**config.mk**
```make
export PLATFORM = sky130hd
export DESIGN_NAME = uart_tx_core
export DESIGN_NICKNAME = d
export VERILOG_FILES = /design/src/rtl/uart_tx_core.sv
export SDC_FILE = /design/constraint.sdc
export NUM_CORES = 1
export LEC_CHECK = 0
export CAP_MARGIN = 20
export CORE_MARGIN = 1.5
export CORE_UTILIZATION = 47
export DETAILED_ROUTE_END_ITERATION = 16
export MAX_ROUTING_LAYER = met4
export PLACE_DENSITY = 0.7
export SYNTH_ARGS = -nofsm -noshare
export SYNTH_HDL_FRONTEND = slang
export SYNTH_SLANG_ARGS = --single-unit
```
**constraint.sdc**
```tcl
create_clock -name clk -period 4 [get_ports clk]
set_input_delay 0.6 -clock clk [delete_from_list [all_inputs] [get_ports clk]]
set_output_delay 0.6 -clock clk [all_outputs]
set_load 0.02 [all_outputs]
```
**src/rtl/uart_tx_core.sv**
```systemverilog
// ----------------------------------------------------------------------------
// uart_tx_core
//
// Transmit half of a UART link. One parallel word is accepted per handshake
// while idle, then a frame is serialized at one bit per clk cycle:
// start (0), data LSB first, optional parity, stop (1). clk is already the
// baud-rate bit clock.
//
// Parameters:
//   frame_data  data bits per frame (>= 2)
//   bit_cnt_w   data-bit counter width, 2**bit_cnt_w >= frame_data
//
// Ports:
//   clk         bit clock, rising edge
//   rst         synchronous active-high reset; aborts any frame in flight
//   p_data      parallel word to transmit
//   data_valid  word-offer strobe, accepted only in IDLE
//   par_en      1 = append a parity bit after the data bits
//   par_typ     0 = even parity, 1 = odd parity
//   tx_out      serial line, idles high (registered)
//   busy        high from start bit through stop bit inclusive (registered)
// ----------------------------------------------------------------------------
module uart_tx_core #(
    parameter int frame_data = 8,
    parameter int bit_cnt_w  = 4
) (
    input  logic                  clk,
    input  logic                  rst,
    input  logic [frame_data-1:0] p_data,
    input  logic                  data_valid,
    input  logic                  par_en,
    input  logic                  par_typ,
    output logic                  tx_out,
    output logic                  busy
);

    typedef enum logic [2:0] {
        IDLE,
        START,
        DATA,
        PARITY,
        STOP
    } state_t;

    // Counter value while the last data bit is on the line.
    localparam logic [bit_cnt_w-1:0] last_bit = bit_cnt_w'(frame_data - 1);

    state_t                  state_q;
    logic [bit_cnt_w-1:0]    cnt_q;      // index of the data bit currently on the line
    logic [frame_data-1:0]   data_q;     // latched word, shifted right as bits go out
    logic                    par_en_q;   // latched parity enable
    logic                    par_bit_q;  // parity bit, fixed at acceptance
    logic                    tx_q;
    logic                    busy_q;

    // Outputs come straight from flops so the line never glitches on input
    // activity. Each branch loads tx_q with the value the line must show
    // during the state being entered.
    // NOTE: all state here is updated with non-blocking assignments so every
    // register samples the pre-edge values of the others.
    always_ff @(posedge clk) begin
        if (rst) begin
            state_q   <= IDLE;
            cnt_q     <= '0;
            data_q    <= '0;
            par_en_q  <= 1'b0;
            par_bit_q <= 1'b0;
            tx_q      <= 1'b1;
            busy_q    <= 1'b0;
        end else begin
            unique case (state_q)
                IDLE: begin
                    if (data_valid) begin
                        state_q   <= START;
                        data_q    <= p_data;
                        par_en_q  <= par_en;
                        // Even parity is the XOR of the word; odd inverts it.
                        par_bit_q <= (^p_data) ^ par_typ;
                        tx_q      <= 1'b0;
                        busy_q    <= 1'b1;
                    end
                end

                START: begin
                    state_q <= DATA;
                    cnt_q   <= '0;
                    tx_q    <= data_q[0];
                    data_q  <= data_q >> 1;
                end

                DATA: begin
                    if (cnt_q == last_bit) begin
                        if (par_en_q) begin
                            state_q <= PARITY;
                            tx_q    <= par_bit_q;
                        end else begin
                            state_q <= STOP;
                            tx_q    <= 1'b1;
                        end
                    end else begin
                        cnt_q  <= cnt_q + bit_cnt_w'(1);
                        tx_q   <= data_q[0];
                        data_q <= data_q >> 1;
                    end
                end

                PARITY: begin
                    state_q <= STOP;
                    tx_q    <= 1'b1;
                end

                STOP: begin
                    // busy drops on the same edge the line leaves the stop bit.
                    state_q <= IDLE;
                    tx_q    <= 1'b1;
                    busy_q  <= 1'b0;
                end

                default: begin
                    state_q <= IDLE;
                    tx_q    <= 1'b1;
                    busy_q  <= 1'b0;
                end
            endcase
        end
    end

    assign tx_out = tx_q;
    assign busy   = busy_q;

endmodule

```
---- Word level (Yosys, flattened, before mapping) ----
Index checks and enable logic that the tools add are counted.
operators by class
  magnitude comparators ................... 0
  multiply operators ...................... 0
  shift operators ......................... 0
  eq/ne operators ......................... 7
  reductions and logical operators ........ 10
  mux-type cells .......................... 15
  add/sub/neg operators ................... 1
  bitwise gates (word level) .............. 2
  divide/modulo/power cells ............... 0
operator list
  cell                                                             number
  8-bit case mux with 3 select lines                               1
  8-bit two-way mux                                                2
  3-bit case mux with 4 select lines                               1
  3-bit two-way mux                                                3
  4-bit case mux with 2 select lines                               1
  2-bit AND reduction                                              4
  8-bit parity                                                     1
  3-bit by 2-bit == test with 1-bit output, second input constant  2
  2-bit != test, second input constant                             3
  4-bit by 1-bit adder with 4-bit output, second input constant    1
  4-bit by 3-bit == test with 1-bit output, second input constant  1
  1-bit two-way mux                                                4
  4-bit two-way mux                                                1
  3-bit by 1-bit == test with 1-bit output, second input constant  1
  3-bit zero test                                                  1
  1-bit case mux with 3 select lines                               1
  3-bit AND reduction                                              1
  3-bit nonzero test                                               1
  3-bit OR reduction                                               1
  1-bit case mux with 2 select lines                               1
  2-bit nonzero test                                               1
  1-bit inverter                                                   1
  1-bit bitwise XOR                                                1
word-level totals
  logic and storage cells ................. 42
  bits in writable memories ............... 0
  memories ................................ 0
  output and inout bits ................... 2
  input port bits ......................... 13
  latch bits .............................. 0
  register bits ........................... 19
  memory bits (read-only) ................. 0

---- Logic depth before layout (Yosys ltp) ----
Gate-level depths: netlist of the first run.
  word-level depth ........................ 4
  mapped depth ............................ 6
  mapped depth without buffers ............ 5

---- Least setup slack after synthesis of the first run ----
Ideal clock, no wire load.
  kind .................................... reg2reg
  from .................................... register cnt_q[0]
  to ...................................... register state_q[0]
  clock period less this slack ............ 1.465 ns
  buffers on the path ..................... 0
  setup slack ............................. 2.535 ns
  arrival ................................. 1.362 ns
  setup time .............................. 0.103 ns
  cell stages (with the launch flop) ...... 6
  cells stage by stage .................... dfxtp_1 > ha_1 > nand3b_1 > a21oi_2 > o211ai_1 > a2111oi_2
on the way
  cells in the longest elaborated chain, start to end .. 3
ends and longest elaborated chain
  item                                      RTL line  text
  start: declaration                        49        logic [bit_cnt_w-1:0] cnt_q;
  start signal: assignment                  101       cnt_q <= cnt_q + bit_cnt_w'(1);
  4-bit by 3-bit == test with 1-bit output  92        if (cnt_q == last_bit) begin
  2-bit != test (no source line)            n/a
  2-bit AND reduction (no source line)      n/a
  end signal: assignment                    94        state_q <= PARITY;
  end signal: assignment                    97        state_q <= STOP;
  end signal: assignment                    108       state_q <= STOP;
  end: declaration                          48        state_t state_q;
No other way between the ends.
A chain may end at the register's enable or synchronous reset.

---- Final worst setup path of the first run ----
  from .................................... input data_valid
  to ...................................... register data_q[1]
on the way
  cells in the longest elaborated chain, start to end .. 2
ends and longest elaborated chain
  item                                  RTL line  text
  start: declaration                    30        input logic data_valid,
  2-bit != test (no source line)        n/a
  3-bit AND reduction (no source line)  n/a
  end signal: assignment                75        data_q <= p_data;
  end signal: assignment                88        data_q <= data_q >> 1;
  end signal: assignment                103       data_q <= data_q >> 1;
  end: declaration                      50        logic [frame_data-1:0] data_q;
No other way between the ends.

==> metrics.csv, run 1 <==
stage,metric,value,unit
status,outcome,"finished, final reports clean",
synth,post-synth top area cell,dfxtp_1,
finish,Ant. Diodes,0,
global_route,global-route wire length before repair,3660,um
global_route,largest net degree at the start of global routing,32,
setup_path,crit start category,primary input,
timing,"Min Clock Period, post-route",1950,ps
setup_path,"Req. time, crit path",4220,ps
power_and_ir_drop,Peak VDD IR,0.209,mV
finish,Nets,143,
finish,area growth from synthesis to layout,13.5,%
floorplanning,width of the die,51.2,um
routing,Routed WL,2190,um
timing,Final Hold Slack,481,ps
place,Placed Area,1210,um^2
synth,"top cells by area, synth","dfxtp_1 (35%), a21oi_1 (6.4%), a2111oi_0 (5.6%), nor3b_1 (4.8%), nor3_1 (3.7%)",
clock_network,Num CTS Buffers,3,
routing,via/cell ratio,5.97,
synth,post-synthesis cell count,120,
routing,Iter 0 DRT Violations,10,
routing,via count,932,
routing,"antenna viol nets, final",0,
place,# port buffers,14,
timing,"Hold Violations, Final",0,
finish,ratio of cells with drive above 1 in the final layout,0.0781,
clock_network,# hold bufs at CTS,0,
timing,Fmax achieved,514,MHz
timing,worst-margin pin slew,951,ps
finish,final std cells w/o fill,156,
synth,Netlist cell types,40,
floorplanning,Boundary Pins,15,
setup_path,Critical Path AT,2170,ps
finish,fill count,222,
floorplanning,Die Y,51.2,um
routing,DR WL/cell,14.1,um
clock_network,CTS tree,built,
global_route,gr ovfl total,0,
synth,Mapped Area,1090,um^2
finish,cell area after layout,1240,um^2
synth,top cell type's share of synthesized area,0.349,
routing,DR pass1 iterations,3,
routing,DRC Markers,0,
finish,multi-input combinational cell area,648,um^2
timing,post-route clock period utilization,0.487,
timing,Max Clock Skew,5.04,ps
place,dpl hpwl,1500,um
clock_network,postcts setup bufs,0,
place,Place WS,1780,ps
synth,number of synthesized flops with an enable pin,0,
finish,Sequential Area,380,um^2
setup_path,maximum fanout along the worst path,8,
timing,setup TNS,0,ps
setup_path,max incr delay on CP,510,ps
floorplanning,DIE AREA,2620,um^2
global_route,initial antenna violation count,0,
clock_network,clock sinks,19,
place,gp weighted congestion,0.749,
synth,Mapped Nets,134,
floorplanning,area of the core,2190,um^2
setup_path,critical path endpoint category,flip-flop,
clock_network,clock latency on the worst-skew pair,300,ps
worst_hold_path,Hold Path Class,reg -> reg,
clock_network,"CTS clk-pin slew, worst paths",110,ps
clock_network,Root Driver,clkbuf_4,
timing,Slew HR,0.365,
setup_path,worst-path cell chain,clkdlybuf4s50_1 > o21bai_1 > a21boi_1 > a2111oi_0 > nor3_1,
clock_network,Max clock buf depth,2,
setup_path,Crit-path slowest cell,a21boi_1,
setup_path,CP top delay family,compound AO/OA/AOI/OAI gates,
synth,Mean Syn Cell Area,9.08,um^2
clock_network,post-CTS sizing,0,
global_route,vias in the first global route,850,
timing,PnR worst setup slack,2050,ps
floorplanning,cell row count,17,
timing,RSZ-0062 raised after global routing,no,
power_and_ir_drop,static leakage power,0.428,nW
synth,Ys Warns,0,
global_route,GRT Util Overall,0.191,
floorplanning,Starting Density,0.497,
finish,post-route core utilization,0.565,
power_and_ir_drop,PD cells,346,nW/um^2
timing,Final setup viols,0,
setup_path,buffer and inverter count on the worst path,1,
synth,ys flop type,dfxtp_1,
run,max-cap viol count,0,
clock_network,# H-tree levels,1,
synth,Seq cells post-synth,19,
setup_path,critical path class,in -> reg,
timing,max-slew violations,0,
synth,sequential area share after synthesis,0.349,
synth,ys async rst share,0,
place,post-placement cell count,152,
power_and_ir_drop,total power,428,uW
worst reg2reg max path, stage by stage, from the launching register on:
cell	delay [ps]
dfxtp_1	960
inv_1	450
a22oi_1	270
a211oi_1	70
layout make-up:
type | instances | area share
Clock buffer | 4 | 0.0212
Inverter | 2 | 0.00607
Multi-Input combinational cell | 89 | 0.524
Sequential cell | 19 | 0.307
Tap cell | 28 | 0.0283
Timing Repair Buffer | 14 | 0.113
placed cells by master (no fill, tap or decap), types with 3 or more instances in the layout:
cell type | netlist | routed
nor2_1 | 7 | 7
nor3_1 | 8 | 8
clkbuf_4 | 0 | 3
a21oi_1 | 14 | 14
xnor2_1 | 3 | 3
o21ai_0 | 4 | 4
nand3b_1 | 3 | 3
a2111oi_0 | 7 | 7
nor3b_1 | 7 | 7
or4_1 | 3 | 3
clkdlybuf4s50_1 | 0 | 14
dfxtp_1 | 19 | 19
synthesized netlist by cell type (all sizes together), types with 2 or more instances:
master / number
a2111oi: 8
a21o: 2
a21oi: 15
buf: 3
clkbuf: 7
dfxtp: 19
inv: 2
nand2: 2
nand3b: 3
nand4: 2
nor2: 7
nor2b: 3
nor3: 8
nor3b: 7
o211ai: 2
o21ai: 4
o21bai: 2
o31ai: 2
or4: 3
xnor2: 4
xor2: 2
cell families (layout without fill, tap and decap cells):
logic type	Yosys count	count (layout)	synth area share
XOR/XNOR	7	7	0.0861
buffers and inverters	12	20	0.0563
adder cells (fa/ha/maj)	1	1	0.0115
AO/OA/AOI/OAI	41	41	0.263
flip-flops	19	19	0.349
multiplexers	1	1	0.00919
AND/OR/NAND/NOR	39	39	0.225
registers in the layout, indices dropped and copies added (netlist names):
register / count
data_q: 8
par_bit_q: 1
par_en_q: 1
cnt_q: 4
tx_out: 1
busy: 1
state_q: 3
where the power goes:
group | internal [mW] | switching (mW) | leakage [nW]
Sequential | 0.206 | 0.0159 | 0.156
Clock | 0.0388 | 0.0599 | 0.0150
Combinational | 0.0566 | 0.0508 | 0.256
routing by layer:
| metal | track usage | routed length (um) | up-vias |
|---|---|---|---|
| met2 | 0.310 | 1070 | 9 |
| met4 | 0.0946 | 20 | 0 |
| li1 | - | - | 471 |
| met5 | - | 0 | - |
| met3 | 0.0263 | 41 | 2 |
| met1 | 0.234 | 1060 | 450 |
worst paths after layout:
path | start | to | slack (ps) | cells after the start
min reg2reg | data_q[7] | data_q[7] | 480 | 2
min | data_q[7] | data_q[7] | 480 | 2
max reg2reg | state_q[2] | state_q[1] | 2110 | 3
max | data_valid | data_q[1] | 2050 | 5
Power figures use the tool's default switching activity.
==> run 2, diff against run 1 <==
clock period = 2.03 ns   (was 4 ns; I/O delays follow)
==> metrics.csv, run 2 (synthesized netlist as in run 1, its figures left out) <==
stage,metric,value,unit,change
setup_path,Critical Path AT,1970,ps,was 2170 ps
worst_hold_path,Hold Path Class,reg -> reg,,unchanged
clock_network,clock sinks,19,,unchanged
timing,RSZ-0062 raised after global routing,no,,unchanged
finish,fill count,211,,was 222
clock_network,post-CTS sizing,0,,unchanged
setup_path,crit start category,flip-flop,,was primary input
run,max-cap viol count,0,,unchanged
finish,max reg flops,8,,unchanged
routing,via/cell ratio,5.91,,was 5.97
routing,met2 wire length,1130,um,was 1070 um
timing,max-slew violations,0,,unchanged
routing,met1 wire length,1060,um,about the same
timing,setup TNS,0,ps,unchanged
global_route,vias in the first global route,928,,was 850
finish,ratio of cells with drive above 1 in the final layout,0.126,,was 0.0781
setup_path,R2R cell count,5,,was 3
timing,Final setup viols,0,,unchanged
clock_network,"CTS clk-pin slew, worst paths",110,ps,about the same
finish,multi-input combinational cell area,648,um^2,unchanged
routing,DRC Markers,0,,unchanged
finish,cell area after layout,1290,um^2,was 1240 um^2
clock_network,# H-tree levels,1,,unchanged
power_and_ir_drop,PD cells,671,nW/um^2,was 346 nW/um^2
timing,"Hold Violations, Final",0,,unchanged
status,outcome,"finished, final reports clean",,unchanged
clock_network,clock latency on the worst-skew pair,310,ps,was 300 ps
place,gp weighted congestion,0.780,,was 0.749
timing,post-route clock period utilization,0.876,,
global_route,global-route wire length before repair,4060,um,was 3660 um
floorplanning,Starting Density,0.497,,unchanged
finish,"commonest non-fill, non-tap cell in the layout",dfxtp_1,,unchanged
clock_network,Max clock buf depth,2,,unchanged
finish,Nets,150,,was 143
finish,area growth from synthesis to layout,18.4,%,was 13.5%
routing,Iter 0 DRT Violations,16,,was 10
timing,Slew HR,0.499,,was 0.365
finish,"leading cell types in the layout, fill and taps excluded","dfxtp_1 (19), a21oi_1 (14), clkdlybuf4s50_1 (14)",,unchanged
floorplanning,area of the core,2190,um^2,unchanged
setup_path,maximum fanout along the worst path,9,,was 8
timing,Max Clock Skew,5.71,ps,was 5.04 ps
clock_network,# hold bufs at CTS,0,,unchanged
power_and_ir_drop,Peak VDD IR,0.439,mV,was 0.209 mV
finish,post-route core utilization,0.589,,was 0.565
routing,DR pass1 iterations,4,,was 3
floorplanning,Die Y,51.2,um,unchanged
floorplanning,DIE AREA,2620,um^2,unchanged
setup_path,critical path class,reg -> reg,,was in -> reg
global_route,largest net degree at the start of global routing,23,,was 32
finish,Sequential Area,380,um^2,unchanged
timing,worst-margin pin slew,751,ps,was 951 ps
place,# port buffers,14,,unchanged
clock_network,postcts setup bufs,0,,unchanged
floorplanning,width of the die,51.2,um,unchanged
finish,Largest Register,data_q,,unchanged
setup_path,critical path endpoint category,flip-flop,,unchanged
place,dpl hpwl,1630,um,was 1500 um
routing,met3 wire length,75,um,was 41 um
floorplanning,cell row count,17,,unchanged
power_and_ir_drop,static leakage power,0.461,nW,was 0.428 nW
timing,Fmax achieved,562,MHz,
global_route,GRT Util Overall,0.213,,was 0.191
place,Placed Area,1260,um^2,was 1210 um^2
routing,Routed WL,2320,um,was 2190 um
setup_path,"Req. time, crit path",2220,ps,was 4220 ps
floorplanning,Boundary Pins,15,,unchanged
clock_network,CTS tree,built,,unchanged
routing,DR WL/cell,14.2,um,was 14.1 um
routing,"antenna viol nets, final",0,,unchanged
clock_network,Root Driver,clkbuf_4,,unchanged
global_route,initial antenna violation count,0,,unchanged
global_route,gr ovfl total,0,,unchanged
finish,Largest regs,"data_q x8, cnt_q x4, state_q x3",,unchanged
routing,top sig layer,met4,,unchanged
routing,via count,964,,was 932
worst_hold_path,hold depth,2,,unchanged
finish,Ant. Diodes,0,,unchanged
timing,"Min Clock Period, post-route",1780,ps,
clock_network,Num CTS Buffers,3,,unchanged
timing,Final Hold Slack,494,ps,was 481 ps
[run 2: cell count changes in the layout (fill, tap and decap cells not counted), sizes merged]
cell | before | now
buf | 0 | 7
[run 2: layout make-up]
type | instances | area share
clock buffers | 4 | 0.0204
inverters | 2 | 0.00582
multi-input cells | 89 | 0.502
flip-flops and latches | 19 | 0.295
well taps | 28 | 0.0272
repair buffers | 21 | 0.149
[run 2: worst max-delay path, stage by stage, from the launching register on]
cell and delay [ps]:
dfxtp_1 670, o21bai_1 210, a21boi_1 170, buf_4 170, a2111oi_0 360, nor3_1 80
[run 2: power breakdown]
group	leakage, nW	internal (mW)	switching (mW)
clock network	0.0150	0.0767	0.127
registers	0.156	0.407	0.0282
logic	0.290	0.121	0.106
[run 2: worst paths after layout]
path / start / to / slack (ps)
max: state_q[0] / data_q[6] / 250
min: data_q[7] / data_q[7] / 490
max reg2reg: state_q[0] / data_q[6] / 250
min reg2reg: data_q[7] / data_q[7] / 490
[run 2: stage by stage]
step | setup WS [ps] | cells | total power, mW
2_1_floorplan | 565 | 120 | 0.599
3_3_place_gp | 227 | 159 | 0.666
3_5_place_dp | 175 | 159 | 0.670
5_1_grt | 73.0 | 163 | 0.910
6_report | 251 | 163 | 0.866
4_1_cts | 253 | 163 | 0.871
[run 2: routing by layer]
layer / GRT usage / vias to the layer above
met5: - / -
met4: 0.122 / 0
met3: 0.0263 / 4
met2: 0.348 / 22
met1: 0.252 / 454
li1: - / 484
==> run 3, diff against run 2 <==
PLACE_DENSITY = 0.73   (was 0.7)
clock period = 1.6 ns   (was 2.03 ns; I/O delays follow)
==> metrics.csv, run 3 (synthesized netlist as in run 1, its figures left out) <==
stage,metric,value,unit,change
worst_hold_path,Hold Path Class,reg -> reg,,unchanged
finish,Largest regs,"data_q x8, cnt_q x4, state_q x3",,unchanged
finish,"commonest non-fill, non-tap cell in the layout",buf_4,,was dfxtp_1
setup_path,"Req. time, crit path",1800,ps,was 2220 ps
timing,Max Clock Skew,6.43,ps,was 5.71 ps
setup_path,Critical Path AT,1790,ps,was 1970 ps
timing,"Min Clock Period, post-route",1590,ps,was 1780 ps
setup_path,crit start category,flip-flop,,unchanged
place,gp weighted congestion,0.861,,was 0.780
run,max-cap viol count,0,,unchanged
floorplanning,area of the core,2190,um^2,unchanged
routing,met3 wire length,99,um,was 75 um
power_and_ir_drop,PD cells,784,nW/um^2,was 671 nW/um^2
floorplanning,Boundary Pins,15,,unchanged
routing,Routed WL,2810,um,was 2320 um
clock_network,# hold bufs at CTS,0,,unchanged
finish,max reg flops,8,,unchanged
global_route,vias in the first global route,957,,was 928
routing,DR pass1 iterations,4,,unchanged
setup_path,worst-path cell chain,ha_4 > nand3b_1 > buf_4 > a21o_4 > a221oi_2 > o21bai_1,,was o21bai_1 > a21boi_1 > buf_4 > a2111oi_0 > nor3_1
routing,DR WL/cell,15.8,um,was 14.2 um
clock_network,CTS tree,built,,unchanged
global_route,GRT Util Overall,0.234,,was 0.213
finish,Nets,165,,was 150
power_and_ir_drop,Peak VDD IR,0.566,mV,was 0.439 mV
timing,Final setup viols,0,,unchanged
floorplanning,Die Y,51.2,um,unchanged
setup_path,critical path endpoint category,flip-flop,,unchanged
place,# port buffers,14,,unchanged
setup_path,Crit-path slowest cell,dfxtp_2,,was dfxtp_1
routing,top sig layer,met4,,unchanged
clock_network,Num CTS Buffers,3,,unchanged
timing,worst-margin pin slew,394,ps,was 751 ps
finish,Largest Register,data_q,,unchanged
setup_path,max incr delay on CP,370,ps,was 670 ps
routing,Iter 0 DRT Violations,18,,was 16
timing,Slew HR,0.736,,was 0.499
finish,"leading cell types in the layout, fill and taps excluded","buf_4 (20), dfxtp_1 (16), clkdlybuf4s50_1 (14)",,"was dfxtp_1 (19), a21oi_1 (14), clkdlybuf4s50_1 (14)"
routing,"antenna viol nets, final",0,,unchanged
timing,RSZ-0062 raised after global routing,yes,,was no
finish,Ant. Diodes,0,,unchanged
routing,via count,1064,,was 964
finish,area growth from synthesis to layout,39.0,%,was 18.4%
global_route,largest net degree at the start of global routing,14,,was 23
routing,DRC Markers,0,,unchanged
setup_path,maximum fanout along the worst path,4,,was 9
floorplanning,cell row count,17,,unchanged
floorplanning,DIE AREA,2620,um^2,unchanged
place,dpl hpwl,1860,um,was 1630 um
power_and_ir_drop,total power,1.19,mW,was 866 uW
routing,met2 wire length,1380,um,was 1130 um
floorplanning,Starting Density,0.497,,unchanged
clock_network,Root Driver,clkbuf_4,,unchanged
setup_path,critical path class,reg -> reg,,unchanged
global_route,global-route wire length before repair,4470,um,was 4060 um
timing,Final Hold Slack,505,ps,was 494 ps
global_route,gr ovfl total,0,,unchanged
finish,ratio of cells with drive above 1 in the final layout,0.300,,was 0.126
timing,Fmax achieved,628,MHz,was 562 MHz
clock_network,"CTS clk-pin slew, worst paths",110,ps,about the same
clock_network,# H-tree levels,1,,unchanged
routing,via/cell ratio,5.98,,was 5.91
clock_network,clock sinks,19,,unchanged
floorplanning,width of the die,51.2,um,unchanged
clock_network,Max clock buf depth,2,,unchanged
routing,met1 wire length,1240,um,was 1060 um
global_route,initial antenna violation count,0,,unchanged
timing,post-route clock period utilization,0.994,,was 0.876
status,outcome,"finished, final reports clean",,unchanged
timing,max-slew violations,0,,unchanged
power_and_ir_drop,static leakage power,0.548,nW,was 0.461 nW
timing,"Hold Violations, Final",0,,unchanged
clock_network,clock latency on the worst-skew pair,300,ps,was 310 ps
run 3: worst paths after layout:
kind | cells after the start | end | slack [ps] | start
worst max register to register | 6 | tx_out | 9 | cnt_q[0]
worst min register to register | 2 | data_q[7] | 500 | data_q[7]
worst min-delay path | 2 | data_q[7] | 500 | data_q[7]
worst max-delay path | 6 | tx_out | 9 | cnt_q[0]
run 3: repair_timing:
action                     CTS  global route
resized for setup            3            20
cloned                       0             1
buffers inserted             1             3
pin swaps                    2             7
setup endpoints to repair    9            12
run 3: per-stage QoR:
stage | worst slack (ps) | cell area, um^2 | utilization | std cells | setup TNS [ps]
3_3_place_gp | -84.9 | 1350 | 0.617 | 169 | -541
5_1_grt | -47.8 | 1520 | 0.692 | 178 | -143
2_1_floorplan | 135 | 1090 | - | 120 | 0
6_report | 8.89 | 1520 | 0.692 | 178 | 0
4_1_cts | -1.45 | 1400 | 0.639 | 174 | -1.45
3_5_place_dp | -179 | 1350 | 0.617 | 169 | -1010
run 3: worst max-delay path: cells and delay by family (launching register included):
family | cells | cell delay, ps
adder cells (fa/ha/maj) | 1 | 140
buffers and inverters | 1 | 210
AO/OA/AOI/OAI | 3 | 570
flip-flops | 1 | 370
AND/OR/NAND/NOR | 1 | 190
run 3: layout make-up:
class / instances / area (um^2)
Multi-Input combinational cell: 90 / 752
Fill cell: 164 / 676
Sequential cell: 19 / 384
Timing Repair Buffer: 35 / 310
Tap cell: 28 / 35.0
Clock buffer: 4 / 26.3
Inverter: 2 / 7.51
run 3: routing by layer:
layer	up-vias	track usage
met5	-	-
met1	508	0.299
met3	7	0.0205
li1	518	-
met4	0	0.140
met2	31	0.361
run 3: report_power, final:
group	switching [mW]	internal, mW
Clock	0.151	0.0973
Sequential	0.0276	0.517
Combinational	0.181	0.214
Total	0.360	0.828
